File: config.mk
export PLATFORM = sky130hd
export DESIGN_NAME = wb_port_arbiter
export DESIGN_NICKNAME = d
export VERILOG_FILES = /design/src/rtl/wb_arb_pkg.sv /design/src/rtl/rr_picker.sv /design/src/rtl/wb_port_arbiter.sv
export SDC_FILE = /design/constraint.sdc
export NUM_CORES = 1
export LEC_CHECK = 0
export BUFFER_PORTS_ARGS = -buffer_cell sky130_fd_sc_hd__buf_2
export CORE_ASPECT_RATIO = 0.8
export CORE_MARGIN = 5
export CORE_UTILIZATION = 35
export DETAILED_ROUTE_END_ITERATION = 8
export PLACE_DENSITY = 0.66
export SLEW_MARGIN = 10
export SYNTH_ARGS = -nofsm -noshare
export SYNTH_HDL_FRONTEND = slang
export SYNTH_HIERARCHICAL = 1
export SYNTH_SLANG_ARGS = --single-unit
File: constraint.sdc
create_clock -name clk -period 5.5 [get_ports clk]
set_input_delay 1.1 -clock clk [delete_from_list [all_inputs] [get_ports clk]]
set_output_delay 1.1 -clock clk [all_outputs]
set_load 0.01 [all_outputs]
File: src/rtl/wb_arb_pkg.sv
// Shared types, default widths and helpers for the register-file writeback port arbiter.
package wb_arb_pkg;

    typedef enum logic {Normal, Force} state_t;

    localparam int unsigned AW       = 5;
    localparam int unsigned DW       = 64;
    localparam int unsigned ZERO_REG = 31;

    function automatic logic [31:0] idx_to_onehot(input int unsigned idx);
        return 32'(1) << idx;
    endfunction

endpackage

File: src/rtl/rr_picker.sv
// Round-robin picker over requesters 1..N-1; requester 0 is handled by the caller.
module rr_picker
    import wb_arb_pkg::*;
#(
    parameter int unsigned N  = 3,
    parameter int unsigned IW = 2
) (
    input  logic [N-1:1]  req,
    input  logic [IW-1:0] ptr,
    output logic [N-1:0]  gnt,
    output logic [IW-1:0] idx,
    output logic          any
);

    logic [31:0] oh;
    int          cand;

    always_comb begin
        idx  = '0;
        any  = 1'b0;
        cand = 1;
        // Walk the slow requesters starting at ptr, wrapping N-1 back to 1.
        for (int off = 0; off < int'(N) - 1; off++) begin
            cand = ((int'(ptr) - 1 + off) % (int'(N) - 1)) + 1;
            if (!any && req[cand]) begin
                any = 1'b1;
                idx = IW'(cand);
            end
        end
        oh  = idx_to_onehot(32'(idx));
        gnt = any ? oh[N-1:0] : '0;
    end

endmodule

File: src/rtl/wb_port_arbiter.sv
// Arbitrates the single register-file write port between pipeline WB (fixed priority)
// and slow units (round-robin), with a starvation guard that forces a slow-unit grant.
module wb_port_arbiter #(
    parameter int unsigned NREQ         = 3,
    parameter int unsigned AW           = wb_arb_pkg::AW,
    parameter int unsigned DW           = wb_arb_pkg::DW,
    parameter int unsigned STARVE_LIMIT = 4,
    parameter int unsigned ZERO_REG     = wb_arb_pkg::ZERO_REG
) (
    input  logic               clk,
    input  logic               reset,
    input  logic [NREQ-1:0]    req_valid,
    input  logic [NREQ*AW-1:0] req_addr,
    input  logic [NREQ*DW-1:0] req_data,
    output logic [NREQ-1:0]    req_ready,
    output logic               wr_en,
    output logic [AW-1:0]      wr_addr,
    output logic [DW-1:0]      wr_data,
    output logic               stall_pipe,
    output logic               starve_active
);

    import wb_arb_pkg::*;

    localparam int unsigned IW = (NREQ > 1) ? $clog2(NREQ) : 1;

    state_t        state_q, state_d;
    logic [IW-1:0] rr_ptr_q, rr_ptr_d;
    logic [IW-1:0] force_idx_q, force_idx_d;
    logic [3:0]    cnt_q [NREQ-1:1];
    logic [3:0]    cnt_d [NREQ-1:1];

    logic [NREQ-1:0] ready_int;
    logic [NREQ-1:0] pick_gnt;
    logic [IW-1:0]   pick_idx;
    logic            pick_any;
    logic [IW-1:0]   gnt_idx;
    logic            accept;
    logic            hit;
    logic [AW-1:0]   sel_addr;
    logic [DW-1:0]   sel_data;

    logic            wr_en_q;
    logic [AW-1:0]   wr_addr_q;
    logic [DW-1:0]   wr_data_q;

    rr_picker #(
        .N  (NREQ),
        .IW (IW)
    ) u_rr_picker (
        .req (req_valid[NREQ-1:1]),
        .ptr (rr_ptr_q),
        .gnt (pick_gnt),
        .idx (pick_idx),
        .any (pick_any)
    );

    always_comb begin
        state_d     = state_q;
        rr_ptr_d    = rr_ptr_q;
        force_idx_d = force_idx_q;
        ready_int   = '0;
        gnt_idx     = '0;
        hit         = 1'b0;

        unique case (state_q)
            Normal: begin
                if (req_valid[0]) begin
                    ready_int[0] = 1'b1;
                end else if (pick_any) begin
                    ready_int = pick_gnt;
                    gnt_idx   = pick_idx;
                end
            end
            Force: begin
                // A dropped request here is a protocol violation; just fall back to Normal.
                ready_int[force_idx_q] = req_valid[force_idx_q];
                gnt_idx                = force_idx_q;
                state_d                = Normal;
            end
        endcase

        accept = |ready_int;

        if (accept && gnt_idx != '0) begin
            rr_ptr_d = (32'(gnt_idx) == NREQ - 1) ? IW'(1) : gnt_idx + IW'(1);
        end

        for (int i = 1; i < int'(NREQ); i++) begin
            cnt_d[i] = 4'd0;
            if (req_valid[i] && !ready_int[i]) begin
                cnt_d[i] = (cnt_q[i] == 4'(STARVE_LIMIT)) ? cnt_q[i] : cnt_q[i] + 4'd1;
            end
        end

        // Descending scan so the lowest index at the limit is the one latched.
        if (state_q == Normal) begin
            for (int i = int'(NREQ) - 1; i >= 1; i--) begin
                if (cnt_d[i] == 4'(STARVE_LIMIT)) begin
                    hit         = 1'b1;
                    force_idx_d = IW'(i);
                end
            end
            if (hit) begin
                state_d = Force;
            end
        end

        sel_addr = req_addr[32'(gnt_idx) * AW +: AW];
        sel_data = req_data[32'(gnt_idx) * DW +: DW];
    end

    always_ff @(posedge clk or posedge reset) begin
        if (reset) begin
            state_q     <= Normal;
            rr_ptr_q    <= IW'(1);
            force_idx_q <= '0;
            for (int i = 1; i < int'(NREQ); i++) begin
                cnt_q[i] <= 4'd0;
            end
        end else begin
            state_q     <= state_d;
            rr_ptr_q    <= rr_ptr_d;
            force_idx_q <= force_idx_d;
            for (int i = 1; i < int'(NREQ); i++) begin
                cnt_q[i] <= cnt_d[i];
            end
        end
    end

    always_ff @(posedge clk or posedge reset) begin
        if (reset) begin
            wr_en_q   <= 1'b0;
            wr_addr_q <= '0;
            wr_data_q <= '0;
        end else begin
            wr_en_q <= accept && (sel_addr != AW'(ZERO_REG));
            if (accept) begin
                wr_addr_q <= sel_addr;
                wr_data_q <= sel_data;
            end
        end
    end

    // Reset gates the combinational handshake outputs so nothing is acked while held.
    assign req_ready     = reset ? '0 : ready_int;
    assign stall_pipe    = !reset && req_valid[0] && !ready_int[0];
    assign starve_active = (state_q == Force);
    assign wr_en         = wr_en_q;
    assign wr_addr       = wr_addr_q;
    assign wr_data       = wr_data_q;

endmodule

==> results of run 1 <==
## report_power, final
part | internal [mW] | leakage, nW | switching (mW)
Sequential | 0.814 | 0.967 | 0.123
Combinational | 0.478 | 2.29 | 0.575
Clock | 0.396 | 0.150 | 0.240
Total | 1.69 | 3.40 | 0.937
## metrics by stage
stage	area (um2)	power, mW
after floorplan	5180	1.63
after CTS	6940	2.67
after global routing	6940	2.82
after detailed placement	6630	2.02
final	6940	2.63
after global placement	6630	2.00
## final timing paths
check,start,to,slack [ns],cells past startpoint
setup / recovery,req_valid[2],wr_data[39]$_DFFE_PP0P_,2.09,9
hold / removal,wr_data[51]$_DFFE_PP0P_,wr_data[51]$_DFFE_PP0P_,0.50,2
setup reg to reg,rr_ptr_q[1]$_DFFE_PP0P_,wr_data[39]$_DFFE_PP0P_,2.43,8
hold reg to reg,wr_data[51]$_DFFE_PP0P_,wr_data[51]$_DFFE_PP0P_,0.50,2
max in group asynchronous,reset,wr_data[60]$_DFFE_PP0P_,3.59,3
min in group asynchronous,reset,wr_data[27]$_DFFE_PP0P_,0.89,2
## Yosys cell counts, types with 2 or more instances
library cell / n / share of area [%]
nand4bb_1: 3 / 0.65
dfrtp_1: 82 / 40
nor2_4: 2 / 0.43
and3_1: 4 / 0.48
o2111ai_1: 2 / 0.34
o2bb2ai_1: 3 / 0.51
ha_1: 4 / 0.97
nand2b_1: 3 / 0.36
o21ai_0: 9 / 0.87
mux2i_1: 3 / 0.58
clkbuf_1: 6 / 0.43
nand3_1: 6 / 0.58
and2_1: 2 / 0.24
mux2_2: 38 / 8.3
xnor2_1: 2 / 0.34
mux2_4: 29 / 8.4
a221oi_2: 30 / 8.7
buf_4: 5 / 0.73
buf_1: 2 / 0.15
nand3b_1: 2 / 0.29
nor2_1: 142 / 10
inv_1: 10 / 0.73
o21a_1: 2 / 0.29
nand2_1: 7 / 0.51
nor2b_1: 2 / 0.24
buf_8: 3 / 0.87
a221oi_1: 34 / 5.8
a21oi_1: 14 / 1.4
nand4b_1: 2 / 0.34
o22a_1: 2 / 0.34
buf_2: 17 / 1.6
buf_6: 6 / 1.3
nor3b_1: 4 / 0.58
nor3_1: 3 / 0.29
## state kept, by name, summed over array words and instances, names as in the netlist
| name | cells |
|---|---|
| wr_data | 64 |
| starve_active | 1 |
| wr_addr | 5 |
| rr_ptr_q | 2 |
| wr_en | 1 |
| cnt_q | 8 |
| force_idx_q | 2 |
## worst reg2reg max path, stage by stage, from the launching register on
cell	delay, ns
dfrtp_1	0.43
o21ai_0	0.18
nand2b_1	0.16
and4bb_4	0.27
or2_1	0.36
nor2_4	0.70
buf_4	0.60
a221oi_2	0.15
nor2_1	0.14
## layer usage
metal | global-route usage (%) | wire, um
met1 | 22.7 | 6590
met2 | 29.9 | 7500
met3 | 5.85 | 1310
met4 | 5.64 | 328
met5 | 0 | 0
## layout make-up
type,instances,share of cell area [%]
repair buffers,293,21.4
well taps,184,3.32
multi-input cells,367,40.3
flip-flops and latches,83,29.9
inverters,10,0.559
clock inverters,5,1.12
clock buffers,11,3.35
## logic make-up (layout without fill, tap and decap cells)
kind of cell,count (synthesis),after routing,share of synthesized area [%]
compound gates,101,101,18.8
xor+xnor,2,2,0.338
fa+ha+maj,4,4,0.967
buf+inv,49,319,5.85
flops,83,83,40.1
mux,70,70,17.3
other cells,1,1,0.0724
simple gates,189,189,16.5
==> impl.org, run 1 <==
** Drt
- Total routed wirelength :: 15.7 mm
- In this run the remaining antenna-violating nets after routing total 0.
- Using the TritonRoute via totals, the vias-per-cell ratio works out to just over 5.
- For this block, the initial DRC count from the detailed router was about 200.
- Before antenna repair, the detailed router went through 5 iterations.
- Total number of vias :: 4845
- Count of unresolved DRC violations after routing :: 0
- After detailed routing, the average wire length per cell comes to 16.5 um.

** Clocking
- Sink Count :: 83
- Number of buffers inserted during clock tree synthesis :: 9
- Max H-tree Level :: 3
- Hold-fix buffers at CTS :: 0
- CTS tree :: built
- Count of cells resized by post-cts repair :: 0
- The clock reaches the later pin of the worst-skew pair after around 0.34 ns.
- CTS clk-pin slew, worst paths :: 0.06 ns
- Clock Tree Root :: clkbuf_16
- The clock passes through at most 2 buffers.
- Postcts setup bufs :: 0

** Logic synthesis
- Register bit count reported by yosys :: 83
- Seq/Total Area, Yosys :: 40.1%
- In this run, synthesis inferred 0 flip-flops with an integrated enable.
- In the synthesized netlist the dominant register cell turns out to be dfrtp_1.
- Synthesized Nets :: about 720
- Number of unique standard cell types used by synthesis :: 48
- Gate count after technology mapping :: approximately 500
- Mean instance size in the synthesized netlist :: 10.4 um2
- Yosys warning count :: 6
- Synthesized cell area :: 0.00518 mm2
- Async SR Flop Fraction :: 100%

** STA
- The number of hold violations in the final report came to 0.
- Count of pins over their slew limit :: 0
- Setup repair after global routing missed its margin :: no
- At the pin with the least slew margin, the transition time is 1.11 ns.
- Setup slack after layout :: 2.09 ns
- Worst slack on hold paths :: 0.500 ns
- Setup clock skew after layout :: around 0.0041 ns
- Relative max-transition margin :: approximately a quarter
- After layout, the worst path uses about 62% of the clock period.
- Setup total negative slack on the finished layout was measured at 0 ns.
- Setup Viol. Count Final :: 0
- Subtracting the final worst setup slack from the clock period gives between 3 and 4 ns.
- For this run, the top clock speed supported by timing is 0.293 GHz.

** Pwr
- In this run the static leakage power is 3.40 nW.
- Worst-case vdd ir drop :: about 0.17 mV
- Power spread over the standard cell area amounts to roughly 380 mW/mm2.

** Layout
- Registers take 0.00208 mm2.
- Final-stage net count :: 980
- Top library cells by usage in the layout, fill and taps aside :: buf_2 (286), nor2_1 (142), dfrtp_1 (82)
- Leaving out filler cells and counting taps, the final layout contains around 950.
- Total area of multi-input combinational cells :: between 0.002 and 0.003 mm2
- Leaving out fill and tap cells, the most frequent cell in the layout is buf_2.
- Relative to the synthesized area, the layout overhead comes to 34.1%.
- Measured on the finished design, the core utilization comes to 48.2%.
- Fraction of final layout cells with drive strength greater than 1 :: 53.7%
- Layout fillers :: between 1000 and 1500
- Antenna diodes :: 0

** Critical path
- Cell breakdown of the critical path :: buf_2 -> o21ai_0 -> nand2b_1 -> and4bb_4 -> or2_1 -> nor2_4 -> buf_4 -> a221oi_2 -> nor2_1
- For the worst setup path, the data required time is 5.77 ns.
- Slowest CP cell :: nor2_4
- The worst setup path is launched from an input port.
- Kind of critical path :: in -> reg
- CP top delay family :: simple AND/OR/NAND/NOR gates
- Together, buffers and inverters on the worst path number 2.
- Data arrival, critical path :: 3.68 ns
- Of all nets on the critical path, the largest fanout is 38.
- The worst setup path is captured at a flip-flop.
- On the worst path, the slowest cell contributes a delay of 0.70 ns.

** Die
- Starting utilization of the core area :: between 30% and 40%
- The floorplan step set the die width to 146 um.
- I/O pin cnt :: ~290
- The initialized floorplan defines 39 standard-cell rows.
- Total Die Area :: between 0.015 and 0.02 mm2
- Area of the placeable core :: 0.0144 mm2
- Die height :: 119 um

** GRT
- Pin count of the biggest net entering global routing :: 76
- Remaining global-route overflow :: 0
- The initial antenna violation count came to 0.
- Number of global-route vias before repair :: 5024
- The first global-routing pass estimated approximately 26 mm of wire.
- Total routing usage reported by global routing :: 18.1%

** Placement
- During placement, the flow inserted port buffers numbering 286.
- DP Cell Count :: roughly 940
- Detailed placement finished with a half-perimeter wire length of 11.9 mm.
- Routability-driven placement finished with a final weighted congestion of 0.813.
- Timing analysis after detailed placement gives a worst setup slack of 1.67 ns.

** Hold path
- Type of the worst min-delay path :: reg -> reg

** Run
- The tool flagged a number of max-cap violations equal to 0.

** Status
- Status :: completed
Power figures use the tool's default switching activity.
==> run 2: changes to the inputs <==
--- a/config.mk
+++ b/config.mk
@@ -5,12 +5,13 @@
 export SDC_FILE = /design/constraint.sdc
 export NUM_CORES = 1
 export LEC_CHECK = 0
+export ABC_AREA = 1
 export BUFFER_PORTS_ARGS = -buffer_cell sky130_fd_sc_hd__buf_2
 export CORE_ASPECT_RATIO = 0.8
 export CORE_MARGIN = 5
 export CORE_UTILIZATION = 35
 export DETAILED_ROUTE_END_ITERATION = 8
-export PLACE_DENSITY = 0.66
+export PLACE_DENSITY = 0.67
 export SLEW_MARGIN = 10
 export SYNTH_ARGS = -nofsm -noshare
 export SYNTH_HDL_FRONTEND = slang
==> constraint.sdc (replaced) <==
create_clock -name clk -period 3.54 [get_ports clk]
set_input_delay 0.708 -clock clk [delete_from_list [all_inputs] [get_ports clk]]
set_output_delay 0.708 -clock clk [all_outputs]
set_load 0.01 [all_outputs]
==> impl.org, run 2 <==
** Layout
- The library cell used most frequently in the layout, excluding fill and tap cells, is buf_2.
- The number of nets in the layout is 1107 (+13%).
- Fraction of final layout cells with drive strength greater than 1 :: 43.3% (-10 points)
- The number of flip-flops in the largest register is 64 (unchanged).
- From synthesis to final layout, the design area changed by 38.5%.
- Total area of multi-input combinational cells :: 0.00247 mm2 (-12%)
- The filler cell count in the final layout was 1355 (-4.9%).
- The library cells used most frequently in the layout, excluding fill and tap cells, are buf_2 (286), nand2_1 (126), nor2_1 (92).
- Register area :: 0.00208 mm2 (unchanged)
- Filler-free cell count of the finished design :: 1077 (+13%)

** Logic synthesis
- The portion of the post-synthesis area used by sequential elements was 42.5% (+2.4 points).
- Synth top area cells :: dfrtp_1 (42%), nand2_1 (9.7%), o211ai_1 (8.9%)
- The fraction of synthesis flops using an asynchronous set or reset pin is 100% (unchanged).
- Cell accounting for the most synthesized area :: dfrtp_1
- The number of different library cells in the post-synthesis netlist came to 33 (-31%).
- Mean instance size in the synthesized netlist :: 7.81 um2 (-25%)
- The register bit total from synthesis is 83 (unchanged).
- The cell area after technology mapping was 0.00489 mm2 (-5.5%).
- Top post-synthesis cells by count :: nand2_1 (127), nor2_1 (92), dfrtp_1 (82)
- Area share of the leading cell type in the synthesized netlist :: 42.0% (+2.3 points)
- By instance count, the leading cell after synthesis is nand2_1.
- Gate count after technology mapping :: 626 (+25%)
- The synthesized net count was 842 (+18%).
- Yosys warning count :: 6 (unchanged)
- For this run, the leading register cell type out of synthesis is dfrtp_1.
- EDFF count, synth :: 0 (unchanged)

** GRT
- Total routing usage reported by global routing :: 19.7% (+1.6 points)
- Remaining global-route overflow :: 0 (unchanged)
- Number of global-route vias before repair :: 5063 (+0.78%)
- The initial antenna violation count was 1 (+1).
- Pin count of the biggest net entering global routing :: 83 (+9.2%)
- The first-pass GRT wire length came to 26.0 mm (+1.0%).

** Clocking
- The number of hold-repair buffers added at the cts stage was 0 (unchanged).
- The sink count of the clock tree is 83 (unchanged).
- The worst-case clock buffer depth came to 2 (unchanged).
- Max H-tree Level :: 3 (unchanged)
- Postcts setup bufs :: 0 (unchanged)
- The total CTS buffers came to 9 (unchanged).
- TritonCTS built the clock tree.
- The number of gates resized after cts came to 0 (unchanged).
- The clock latency on the worst-skew pair was 0.33 ns (about the same).
- Clock Tree Root :: clkbuf_16
- CTS clk-pin slew, worst paths :: 0.06 ns (about the same)

** STA
- Count of pins over their slew limit :: 0 (unchanged)
- The routed design could run at a clock period as short as roughly 2.5 ns.
- Setup repair after global routing missed its margin :: no
- Accumulated negative setup slack :: 0 ns (unchanged)
- The normalized max-slew margin came to 43.9% (+18 points).
- Final-report hold violation count :: 0 (unchanged)
- The measured slew at the worst slew-check pin is 0.840 ns (-0.272 ns).
- FMAX :: 0.408 GHz
- Setup clock skew after layout :: 0.00665 ns (+0.00251 ns)
- The count of final setup violators is 0 (unchanged).
- Share of the cycle needed by the critical path after routing :: 69.2%

** Drt
- Remaining antenna violation count after routing :: 0 (unchanged)
- The post-detailed-routing wire length came to 17.0 mm (+8.2%).
- The detailed-route vias per instance was 4.97 (-2.2%).
- The detail-routed net length per standard cell came to 15.8 um (-4.3%).
- The total number of vias was 5356 (+11%).
- Count of unresolved DRC violations after routing :: 0 (unchanged)
- The total iterations of the first detailed-routing run came to 5 (unchanged).
- The number of DRC markers in iteration 0 came to 287 (+39%).

** Die
- Total number of placement rows :: 38 (-2.6%)
- The floorplan die height is 116 um (-2.6%).
- The top-level port count was 287 (unchanged).
- The starting utilization of the core area came to 35.8% (-0.12 points).
- Die Wd :: 142 um (-2.6%)
- Area of the placeable core :: 0.0136 mm2 (-5.2%)
- The area enclosed by the die boundary was 0.0165 mm2 (-5.1%).

** Critical path
- Source of the worst register-to-register timing path :: rr_ptr_q[0]$_DFFE_PP1P_
- The highest net fanout along the worst path came to 5 (-87%).
- The required time of the critical path came to 2.83 ns (-2.94 ns).
- The endpoint arrival time on the critical path came to 1.74 ns (-1.94 ns).
- FF-to-FF End :: wr_data[52]$_DFFE_PP0P_
- The minimum setup slack among reg-to-reg paths was 1.18 ns (-1.25 ns).
- Kind of critical path :: reg -> out
- Category of the worst setup path capture point :: output pin
- STA classifies the critical path startpoint as a flip-flop.
- The number of cells on the worst reg-to-reg path came to 11 (+3).

** Pwr
- The net switching power of the design came to 1.95 mW (+110%).
- The switching part of the total power came to 39.6% (+3.9 points).
- The share of total power in combinational logic came to 44.6% (+4.5 points).
- Total Power :: 4.93 mW (+88%)
- Total power density per cell area :: 727 mW/mm2 (+92%)
- The maximum resistive drop on vdd was 0.249 mV (+45%).
- Cell internal power dissipation :: 2.98 mW (+76%)
- Clk network pwr share :: 21.5% (-2.7 points)
- Static leakage :: 3.30 nW (-2.9%)
- The sequential share of power was 33.9% (-1.8 points).

** Run
- # Max-Cap Violations :: 0 (unchanged)

** Hold path
- The count of cells along the worst hold path was 2 (unchanged).
- The path class of the tightest hold or removal check is reg -> reg.
- Min-Delay Startpoint :: wr_addr[2]$_DFFE_PP0P_
- Endpoint of the worst hold path :: wr_addr[2]$_DFFE_PP0P_

** Placement
- Total half-perimeter wirelength after legalization and detailed placement :: 13.0 mm (+9.0%)
- Quantity of I/O buffers inserted on ports :: 286 (unchanged)
- DP Cell Count :: 1060 (+13%)
- The placer's final routability congestion estimate came to 0.841 (+3.4%).

** Status
- The run finished with clean final reports.
[run 2: changes by cell type after synthesis, moves of 38 or more]
| cell | delta |
|---|---|
| o211ai_1 | +58 |
| mux2_2 | -38 |
| nand2_1 | +120 |
| a31oi_1 | +59 |
| or2_2 | +57 |
| nor2_1 | -50 |
[run 2: how the worst max path moves through the flow]
stage / from / endpoint / slack [ns] / cells after the start
finish: rr_ptr_q[0]$_DFFE_PP1P_ / req_ready[1] / 1.09 / 9
global route: rr_ptr_q[0]$_DFFE_PP1P_ / wr_data[52]$_DFFE_PP0P_ / 0.89 / 11
CTS: rr_ptr_q[0]$_DFFE_PP1P_ / req_ready[1] / 1.08 / 9
detailed placement: req_valid[1] / wr_en$_DFF_PP0_ / 0.85 / 14
global placement: req_valid[1] / wr_en$_DFF_PP0_ / 0.83 / 14
floorplan: reset / cnt_q[0]$_DFF_PP0_ / 0.70 / 1
[run 2: critical path, cell delays in order (launching register included)]
cell     delay (ns)
dfstp_2        0.57
o21ai_0        0.09
nand2_1        0.11
inv_1          0.08
nor2_4         0.12
nand3_1        0.09
nand2_1        0.08
inv_1          0.05
nor2_1         0.07
buf_2          0.13
[run 2: final cells by class]
| type | count | share of cell area, % |
|---|---|---|
| diodes | 1 | 0.0369 |
| clock buffers | 11 | 3.44 |
| clock inverters | 5 | 1.51 |
| inverters | 28 | 1.61 |
| multi-input cells | 470 | 36.4 |
| flip-flops and latches | 83 | 30.7 |
| well taps | 180 | 3.33 |
| repair buffers | 299 | 22.9 |
[run 2: logic make-up after synthesis]
kind of cell	count (synthesis)	share of synthesized area, %
AND/OR/NAND/NOR	313	28.5
XOR/XNOR	4	0.716
flip-flops	83	42.5
buffers and inverters	73	7.29
adder cells (fa/ha/maj)	4	1.02
other	1	0.0767
AO/OA/AOI/OAI	148	19.9
[run 2: power by group through the flow]
stage | logic, mW | clock network [mW] | registers (mW)
floorplan | 1.16 | 0 | 1.86
global placement | 2.21 | 0 | 1.68
detailed placement | 2.24 | 0 | 1.68
CTS | 2.24 | 1.09 | 1.67
global route | 2.45 | 1.13 | 1.73
finish | 2.20 | 1.06 | 1.67
[run 2: routing by layer]
layer / vias to the layer above / part of all wire, % / global-route usage (%)
met5: - / 0.041 / 0
met4: 2 / 1.6 / 5.50
met3: 21 / 8.8 / 5.24
met2: 217 / 48 / 33.6
met1: 2455 / 42 / 24.7
li1: 2661 / - / -
[run 2: metrics by stage]
stage          instance area, um2  worst slack, ns  util, %  hold slack (ns)
6_report                     6770             1.09     49.6            0.487
5_1_grt                      6770            0.889     49.6            0.520
3_5_place_dp                 6430            0.855     47.2            0.459
3_3_place_gp                 6430            0.833     47.2            0.471
2_1_floorplan                4890            0.697        -            0.486
4_1_cts                      6770             1.08     49.6            0.478
